`src/rtl/mem_bus_pkg.sv`:
```
// Shared definitions for responders on the picorv32 packed memory bus:
// field offsets of mem_packed_fwd/mem_packed_ret, bridge state encoding, timeout data.
package mem_bus_pkg;

    localparam int FWD_W     = 69;
    localparam int RET_W     = 33;
    localparam int WDATA_LSB = 37;
    localparam int WSTRB_LSB = 33;
    localparam int VALID_BIT = 32;
    localparam int READY_BIT = 32;

    localparam logic [31:0] TIMEOUT_DATA_DEF = 32'hDEADBEEF;

    typedef enum logic [2:0] {
        ST_IDLE,
        ST_WR,
        ST_RD,
        ST_WAIT,
        ST_MERGE,
        ST_RESP,
        ST_DONE
    } lb_state_e;

    // Byte lanes with a strobe take the new data, the others keep the old data.
    function automatic logic [31:0] byte_merge(input logic [31:0] new_data,
                                               input logic [31:0] old_data,
                                               input logic [3:0]  strb);
        logic [31:0] merged;
        for (int i = 0; i < 4; i++) begin
            merged[8*i +: 8] = strb[i] ? new_data[8*i +: 8] : old_data[8*i +: 8];
        end
        return merged;
    endfunction

endpackage

```
`src/rtl/mem_packed_unpack.sv`:
```
// Combinational split of the packed forward bus into its fields; shared by all
// responders on the bus.
module mem_packed_unpack
    import mem_bus_pkg::*;
(
    input  logic [FWD_W-1:0] mem_packed_fwd,
    output logic [31:0]      addr,
    output logic             valid,
    output logic [3:0]       wstrb,
    output logic [31:0]      wdata
);

    assign addr  = mem_packed_fwd[31:0];
    assign valid = mem_packed_fwd[VALID_BIT];
    assign wstrb = mem_packed_fwd[WSTRB_LSB +: 4];
    assign wdata = mem_packed_fwd[WDATA_LSB +: 32];

endmodule

```
`src/rtl/mem_lb_bridge.sv`:
```
// picorv32 packed-bus responder that turns each access in its window into one
// local-bus cycle. Define MEM_LB_RMW_EN to turn partial writes into read-merge-write.
module mem_lb_bridge
    import mem_bus_pkg::*;
#(
    parameter logic [7:0]  BASE_ADDR     = 8'h07,
    parameter int          LB_ADW        = 22,
    parameter int          LB_READ_DELAY = 3,
    parameter int          TIMEOUT       = 64,
    parameter logic [31:0] TIMEOUT_DATA  = TIMEOUT_DATA_DEF
) (
    input  logic              clk,
    input  logic              rst,
    input  logic [FWD_W-1:0]  mem_packed_fwd,
    output logic [RET_W-1:0]  mem_packed_ret,
    output logic [LB_ADW-1:0] lb_addr,
    output logic              lb_write,
    output logic              lb_read,
    output logic [31:0]       lb_wdata,
    input  logic [31:0]       lb_rdata,
    input  logic              lb_rvalid,
    output logic              timeout_err
);

    localparam int CNT_W = (TIMEOUT > 1) ? $clog2(TIMEOUT) : 1;

    logic [31:0] fwd_addr;
    logic        fwd_valid;
    logic [3:0]  fwd_wstrb;
    logic [31:0] fwd_wdata;

    mem_packed_unpack u_unpack (
        .mem_packed_fwd (mem_packed_fwd),
        .addr           (fwd_addr),
        .valid          (fwd_valid),
        .wstrb          (fwd_wstrb),
        .wdata          (fwd_wdata)
    );

    lb_state_e         state;
    lb_state_e         state_nxt;
    logic [LB_ADW-1:0] addr_q;
    logic [31:0]       wdata_q;
    logic [31:0]       rdata_q;
    logic [CNT_W-1:0]  cnt;
    logic              hit;
    logic              wr_direct;
    logic              at_limit;
    logic              unused_ok;

    // Byte offset is meaningless on a word bus; LB_READ_DELAY is informational
    // because the bridge waits on lb_rvalid itself.
    assign unused_ok = ^{fwd_addr[1:0], (LB_READ_DELAY != 0)};

    assign hit      = fwd_valid && (fwd_addr[31:24] == BASE_ADDR);
    assign at_limit = (cnt == CNT_W'(TIMEOUT - 1));

`ifdef MEM_LB_RMW_EN
    logic [3:0] wstrb_q;
    logic       rmw_q;
    assign wr_direct = (fwd_wstrb == 4'hF);
`else
    assign wr_direct = (fwd_wstrb != 4'h0);
`endif

    // NOTE: sequential state uses non-blocking assignments so every register
    // samples pre-edge values regardless of process evaluation order.
    always_ff @(posedge clk) begin
        if (rst) begin
            state <= ST_IDLE;
        end else begin
            state <= state_nxt;
        end
    end

    // NOTE: default assignment first, so no path through the case infers a latch.
    always_comb begin
        state_nxt = state;
        case (state)
            ST_IDLE:  if (hit) state_nxt = wr_direct ? ST_WR : ST_RD;
            ST_WR:    state_nxt = ST_RESP;
            ST_RD:    state_nxt = ST_WAIT;
            ST_WAIT: begin
                if (lb_rvalid) begin
`ifdef MEM_LB_RMW_EN
                    state_nxt = rmw_q ? ST_MERGE : ST_RESP;
`else
                    state_nxt = ST_RESP;
`endif
                end else if (at_limit) begin
                    state_nxt = ST_RESP;
                end
            end
`ifdef MEM_LB_RMW_EN
            ST_MERGE: state_nxt = ST_WR;
`endif
            ST_RESP:  state_nxt = ST_DONE;
            ST_DONE:  state_nxt = ST_IDLE;
            default:  state_nxt = ST_IDLE;
        endcase
    end

    always_comb begin
        lb_write       = (state == ST_WR);
        lb_read        = (state == ST_RD);
        mem_packed_ret = '0;
        if (state == ST_RESP) begin
            mem_packed_ret[READY_BIT] = 1'b1;
            mem_packed_ret[31:0]      = rdata_q;
        end
    end

    assign lb_addr  = addr_q;
    assign lb_wdata = wdata_q;

    // rdata_q is cleared at acceptance so writes answer with zero data.
    always_ff @(posedge clk) begin
        if (rst) begin
            addr_q      <= '0;
            wdata_q     <= '0;
            rdata_q     <= '0;
            cnt         <= '0;
            timeout_err <= 1'b0;
`ifdef MEM_LB_RMW_EN
            wstrb_q     <= '0;
            rmw_q       <= 1'b0;
`endif
        end else begin
            case (state)
                ST_IDLE: begin
                    if (hit) begin
                        addr_q  <= fwd_addr[LB_ADW+1:2];
                        wdata_q <= fwd_wdata;
                        rdata_q <= '0;
`ifdef MEM_LB_RMW_EN
                        wstrb_q <= fwd_wstrb;
                        rmw_q   <= !wr_direct && (fwd_wstrb != 4'h0);
`endif
                    end
                end
                ST_RD: cnt <= '0;
                ST_WAIT: begin
                    if (lb_rvalid) begin
                        rdata_q <= lb_rdata;
                    end else if (at_limit) begin
                        rdata_q     <= TIMEOUT_DATA;
                        timeout_err <= 1'b1;
                    end else begin
                        cnt <= cnt + CNT_W'(1);
                    end
                end
`ifdef MEM_LB_RMW_EN
                ST_MERGE: begin
                    wdata_q <= byte_merge(wdata_q, rdata_q, wstrb_q);
                    rdata_q <= '0;
                end
`endif
                default: ;
            endcase
        end
    end

endmodule

```
`config.mk`:
```
export PLATFORM = sky130hd
export DESIGN_NAME = mem_lb_bridge
export DESIGN_NICKNAME = d
export VERILOG_FILES = /design/src/rtl/mem_bus_pkg.sv /design/src/rtl/mem_packed_unpack.sv /design/src/rtl/mem_lb_bridge.sv
export SDC_FILE = /design/constraint.sdc
export NUM_CORES = 1
export LEC_CHECK = 0
export ABC_AREA = 1
export BUFFER_PORTS_ARGS = -buffer_cell sky130_fd_sc_hd__buf_2
export CAP_MARGIN = 20
export CORE_MARGIN = 1
export CORE_UTILIZATION = 35
export CTS_BUF_LIST = sky130_fd_sc_hd__clkbuf_16
export DETAILED_ROUTE_END_ITERATION = 12
export GPL_ROUTABILITY_DRIVEN = 0
export HOLD_SLACK_MARGIN = 0.15
export SKIP_CTS_REPAIR_TIMING = 1
export SYNTH_ARGS = -nofsm -noshare
export SYNTH_HDL_FRONTEND = slang
export SYNTH_SLANG_ARGS = --single-unit
```
`constraint.sdc`:
```
create_clock -name clk -period 2.65 [get_ports clk]
set_clock_uncertainty 0.2 [all_clocks]
set_input_delay 0.1325 -clock clk [delete_from_list [all_inputs] [get_ports clk]]
set_output_delay 0.1325 -clock clk [all_outputs]
set_load 0.005 [all_outputs]
```
==> impl_metrics.csv, run 1 <==
group,metric,value,unit
outcome,outcome,"finished, final reports clean",
global_route,first_global_vias,4210,
timing,setup_viol,0,
route,first_pass_iters,4,
yosys,synthFlopType,"dfxtp_1",
worst_setup_path,critPathArrivalTime,2250,ps
power,power.ir.vdd_worst,0.387,mV
yosys,syn_area,4340,µm²
floorplanning,start_util,0.360,
cts,clock-sinks,96,
worst_hold_path,hold_depth,8,
worst_hold_path,hold_path.startpoint,"mem_packed_fwd[33]",
timing,drv_slew,0,
cells_and_area,syn_to_final_growth,53.6,%
yosys,synth-simple-area-share,0.328,
route,routedWlPerCell,12.1,µm
cells_and_area,fin_nets,1021,
place,port_buffers,191,
cells_and_area,num_antenna_cells,0,
route,drc,0,
route,wirelength,13200,µm
yosys,synthMuxAreaShare,0,
yosys,yosys.cell_types.count,23,
cts,clkTransAtPathRegs,70,ps
yosys,ys_ff_latch,96,
worst_setup_path,rrSetupSlack,640,ps
worst_setup_path,cp-end-kind,"flip-flop",
worst_setup_path,cpPeakStageDelay,560,ps
yosys,synthTopCellsByArea,"dfxtp_1, nor2_1, nand2_1",
timing,worstMarginPinSlew,903,ps
yosys,synth.yosys.warnings,0,
floorplanning,die_w,113,µm
cts,ctsHtreeMaxLevel,3,
cells_and_area,final_cell_mix,"buf_2, nor2_1, dfxtp_1",
power,p_total,0.00322,W
floorplanning,dieArea,12800,µm²
route,first_iter_violations,257,
run,maxCapViolCount,0,
timing,fin_crit_sh,0.828,
yosys,synth_fa_ha_area_frac,0.00288,
worst_hold_path,worstHoldPathType,"in2reg",
global_route,antenna_found_initial,0,
yosys,synth_top_family_by_area,"simple AND/OR/NAND/NOR gates",
global_route,globalRouteTotalUtil,0.186,
worst_setup_path,cp_common_cell,"dlygate4sd3_1",
yosys,synth_xor_xnor_area_share,0,
floorplanning,rows,40,
floorplanning,die_y,113,µm
global_route,overflow,0,
floorplanning,pin_count,194,
worst_setup_path,cpMaxStageDelayCell,"dlygate4sd3_1",
worst_setup_path,cp_cell_sequence,"dlygate4sd3_1 -> buf_2 -> nor2_1 -> dlygate4sd3_1 -> nand3_1 -> dlygate4sd3_1 -> nand2_1 -> a211oi_1",
cts,clk_latency,340,ps
cts,cts-root-buf,"clkbuf_16",
power,powerDensity,483,nW/µm²
worst_setup_path,r2r-end,"cnt[0]",
worst_setup_path,cp_max_fo,2,
route,num_vias,4842,
cells_and_area,drive_gt1_frac,0.286,
yosys,synth_top_area_share,0.443,
cts,cts_tree,"built",
route,ant_nets,0,
timing,finalCriticalPeriod,2190,ps
yosys,avgSynthCellArea,6.65,µm²
timing,slew_headroom,0.398,
timing,hold_viol,0,
cts,clockBufferDepth,2,
yosys,synth_compound_area_frac,0.106,
yosys,syn_nets,757,
yosys,synth_cells,652,
worst_setup_path,r2r_cells,9,
timing,fmax,456,MHz
timing,rsz0062_at_grt,"no",
cts,cts_made_buffers,9,
floorplanning,core_region_area,12100,µm²
cells_and_area,final_common_cell,"buf_2",
place,dp_hpwl,7690,µm
yosys,ys_seq_area_frac,0.443,
global_route,grt_max_degree,55,
worst_setup_path,crit_type,"in2reg",
yosys,async_flop_share,0,
worst_hold_path,hold_end,"state[1]",
yosys,yosysTopAreaCell,"dfxtp_1",
worst_setup_path,worst_ep_required_time,2710,ps
timing,fin_setup_tns,0,ps
route,viasPerCell,4.45,
global_route,grt_pass1_wl,19300,µm
yosys,synth_edf_count,0,
power,power_leakage,3.40,nW
worst_setup_path,r2r_start,"cnt[0]",
worst_setup_path,startpoint_type,"input pin",
power breakdown:
part | leakage [nW] | internal (W) | switching [W] | total [W]
clock | 0.171 | 0.000935 | 0.000585 | 0.00152
sequential | 0.773 | 0.00145 | 0.00000149 | 0.00145
combinational | 2.45 | 0.000160 | 0.0000936 | 0.000253
critical path: cells and delay by family:
| kind | cells | cell delay, ps |
|---|---|---|
| compound gates | 1 | 210 |
| buf+inv | 4 | 1730 |
| simple gates | 3 | 180 |
layer usage:
layer | global-route usage | share of wire
met5 | 0 | 0
met4 | 0.0623 | 0.012
met1 | 0.229 | 0.47
met3 | 0.0600 | 0.073
met2 | 0.308 | 0.45
how the worst max path moves through the flow:
stage / from / slack (ps) / cells after the start / end
floorplan: cnt[0] / 980 / 10 / rdata_q[15]
global placement: cnt[0] / 680 / 9 / rdata_q[25]
detailed placement: cnt[0] / 650 / 9 / rdata_q[27]
CTS: cnt[0] / 630 / 9 / rdata_q[5]
global route: mem_packed_fwd[35] / 360 / 8 / state[0]
finish: mem_packed_fwd[35] / 460 / 8 / state[0]
layout make-up:
type / instances / area, µm²
clock buffer: 9 / 225
clock inverter: 7 / 125
fill: 1135 / 5400
inverter: 89 / 334
multi-input combinational: 429 / 1900
sequential: 96 / 1920
tap: 168 / 210
timing repair buffer: 291 / 1950
sequential cells by signal, indices dropped and copies added, names as in the netlist:
| name | cells |
|---|---|
| state | 3 |
| rdata_q | 32 |
| cnt | 6 |
| timeout_err | 1 |
| lb_wdata | 32 |
| lb_addr | 22 |
cells by family (layout without fill, tap and decap cells):
family | Yosys count | count (layout)
buffers and inverters | 127 | 396
adder cells (fa/ha/maj) | 1 | 1
AND/OR/NAND/NOR | 337 | 337
AO/OA/AOI/OAI | 91 | 91
flip-flops | 96 | 96
Yosys cell counts (7+ instances only):
cell,number
nor2_1,189
dfxtp_1,96
nand2_1,92
o21ai_0,63
inv_1,59
nand4_1,31
inv_2,30
o21ai_1,19
clkbuf_1,18
buf_2,16
nand2_2,12
a21oi_1,7
per-stage QoR:
stage	worst slack, ps	instances	instance area, µm²	util	hold WS (ps)
CTS	627	997	5740	0.476	-205
global placement	678	981	5390	0.447	155
finish	456	1089	6660	0.552	130
floorplan	982	652	4340	-	1.57
detailed placement	649	981	5390	0.447	160
global route	356	1089	6660	0.552	243
Note: power is estimated with default switching activity, not from simulation.
==> run 2: changes to the inputs <==
- clock period: 2.65 -> 2.3 ns (I/O delays scaled with it)
==> impl_metrics.csv, run 2 (synthesis gave the netlist of run 1 again) <==
group,metric,value,unit
worst_setup_path,worst_ep_required_time,2360,ps
timing,setup_viol,0,
route,drc,0,
worst_setup_path,r2r_start,"cnt[0]",
worst_hold_path,hold_depth,8,
floorplanning,pin_count,194,
cts,cts_made_buffers,9,
place,dp_slack,110,ps
power,p_total,0.00343,W
route,num_vias,4866,
run,maxCapViolCount,0,
worst_setup_path,r2r_cells,9,
timing,rsz0062_at_grt,"no",
cts,cts_tree,"built",
route,first_pass_iters,6,
cells_and_area,drive_gt1_frac,0.288,
floorplanning,core_region_area,12100,µm²
worst_setup_path,cp_cell_sequence,"dlygate4sd3_1 -> buf_2 -> nor2_1 -> dlygate4sd3_1 -> nand3_1 -> dlygate4sd3_1 -> nand2_1 -> a211oi_1",
cts,clock-sinks,96,
worst_setup_path,crit_buf_inv,4,
timing,hold_viol,0,
cells_and_area,final_common_cell,"buf_2",
worst_setup_path,rrSetupSlack,280,ps
route,routedWlPerCell,12.2,µm
place,port_buffers,191,
worst_hold_path,hold_path.startpoint,"mem_packed_fwd[33]",
timing,fmax,465,MHz
cells_and_area,fin_util,0.550,
global_route,first_global_vias,4185,
floorplanning,start_util,0.360,
global_route,globalRouteTotalUtil,0.189,
cells_and_area,final_cell_mix,"buf_2, nor2_1, dfxtp_1",
floorplanning,rows,40,
floorplanning,die_y,113,µm
worst_hold_path,worstHoldPathType,"in2reg",
worst_setup_path,crit_type,"in2reg",
worst_setup_path,cp-end-kind,"flip-flop",
cells_and_area,num_antenna_cells,0,
worst_setup_path,cp_common_cell,"dlygate4sd3_1",
cts,clk_latency,340,ps
global_route,grt_max_degree,55,
timing,fin_crit_sh,0.936,
route,viasPerCell,4.46,
timing,setup_ws,148,ps
place,dp_hpwl,7960,µm
worst_setup_path,cp_max_fo,2,
power,power_leakage,3.37,nW
worst_setup_path,r2r-end,"rdata_q[15]",
cts,ctsHtreeMaxLevel,3,
place,dpl_cell_area,5420,µm²
power,power.ir.vdd_worst,0.406,mV
cts,clkTransAtPathRegs,60,ps
cts,cts-root-buf,"clkbuf_16",
timing,slew_headroom,0.406,
power,powerDensity,517,nW/µm²
worst_setup_path,critPathArrivalTime,2210,ps
cells_and_area,syn_to_final_growth,53.0,%
cts,clockBufferDepth,2,
worst_setup_path,startpoint_type,"input pin",
cells_and_area,stdcell_area,6640,µm²
floorplanning,die_w,113,µm
global_route,overflow,0,
timing,finalCriticalPeriod,2150,ps
worst_hold_path,hold_end,"state[1]",
global_route,antenna_found_initial,0,
route,ant_nets,0,
cells_and_area,fin_nets,1025,
worst_setup_path,cpLargestDelayFamily,"buffers and inverters",
timing,worstMarginPinSlew,891,ps
worst_setup_path,cpMaxStageDelayCell,"dlygate4sd3_1",
global_route,grt_pass1_wl,19400,µm
route,wirelength,13300,µm
floorplanning,dieArea,12800,µm²
timing,drv_slew,0,
route,first_iter_violations,359,
timing,fin_setup_tns,0,ps
worst_setup_path,cpPeakStageDelay,560,ps
outcome,outcome,"finished, final reports clean",
run 2: cell count changes in the layout (fill, tap and decap cells not counted), moves of 2 or more:
cell        delta
buf_4          +4
bufinv_16      -2
clkinvlp_4     +3
inv_6          -3
run 2: per-stage QoR:
step                      hold slack (ps)  instances
final                                 103       1092
after CTS                            -222       1000
after global routing                  182       1092
after global placement                138        985
after floorplan                     -15.9        652
after detailed placement              142        985
run 2: worst max-delay path by stage:
| stage | from | end | cells after the start |
|---|---|---|---|
| 2_1_floorplan | cnt[0] | rdata_q[15] | 10 |
| 3_3_place_gp | cnt[0] | rdata_q[28] | 9 |
| 3_5_place_dp | cnt[0] | rdata_q[24] | 9 |
| 4_1_cts | cnt[0] | rdata_q[9] | 9 |
| 5_1_grt | mem_packed_fwd[35] | state[0] | 8 |
| 6_report | mem_packed_fwd[35] | state[0] | 8 |
run 2: power breakdown:
| part | switching (W) | internal [W] | leakage (nW) | total [W] |
|---|---|---|---|---|
| registers | 0.00000174 | 0.00167 | 0.773 | 0.00167 |
| clock network | 0.000640 | 0.000831 | 0.131 | 0.00147 |
| logic | 0.000107 | 0.000184 | 2.47 | 0.000291 |
| total | 0.000748 | 0.00268 | 3.37 | 0.00343 |
run 2: final cells by class:
type / count / area [µm²]
fillers: 1147 / 5430
repair buffers: 294 / 1970
clock buffers: 9 / 225
clock inverters: 6 / 61.3
well taps: 168 / 210
flip-flops and latches: 96 / 1920
inverters: 89 / 334
multi-input cells: 430 / 1910
run 2: worst reg2reg max path, stage by stage (launching register included):
cell     delay [ps]
dfxtp_1         380
ha_1            180
nand2_1          80
nor2_2          130
nand3_2         120
nand2_2         280
nand3_4         310
nand2_1         160
inv_2            30
nor2_1           80
run 2: metal layers:
layer / up-vias / share of wire / GRT usage
met5: - / 0 / 0
met4: 0 / 0.011 / 0.0658
met3: 11 / 0.072 / 0.0621
met2: 170 / 0.46 / 0.307
met1: 2140 / 0.46 / 0.234
li1: 2545 / - / -
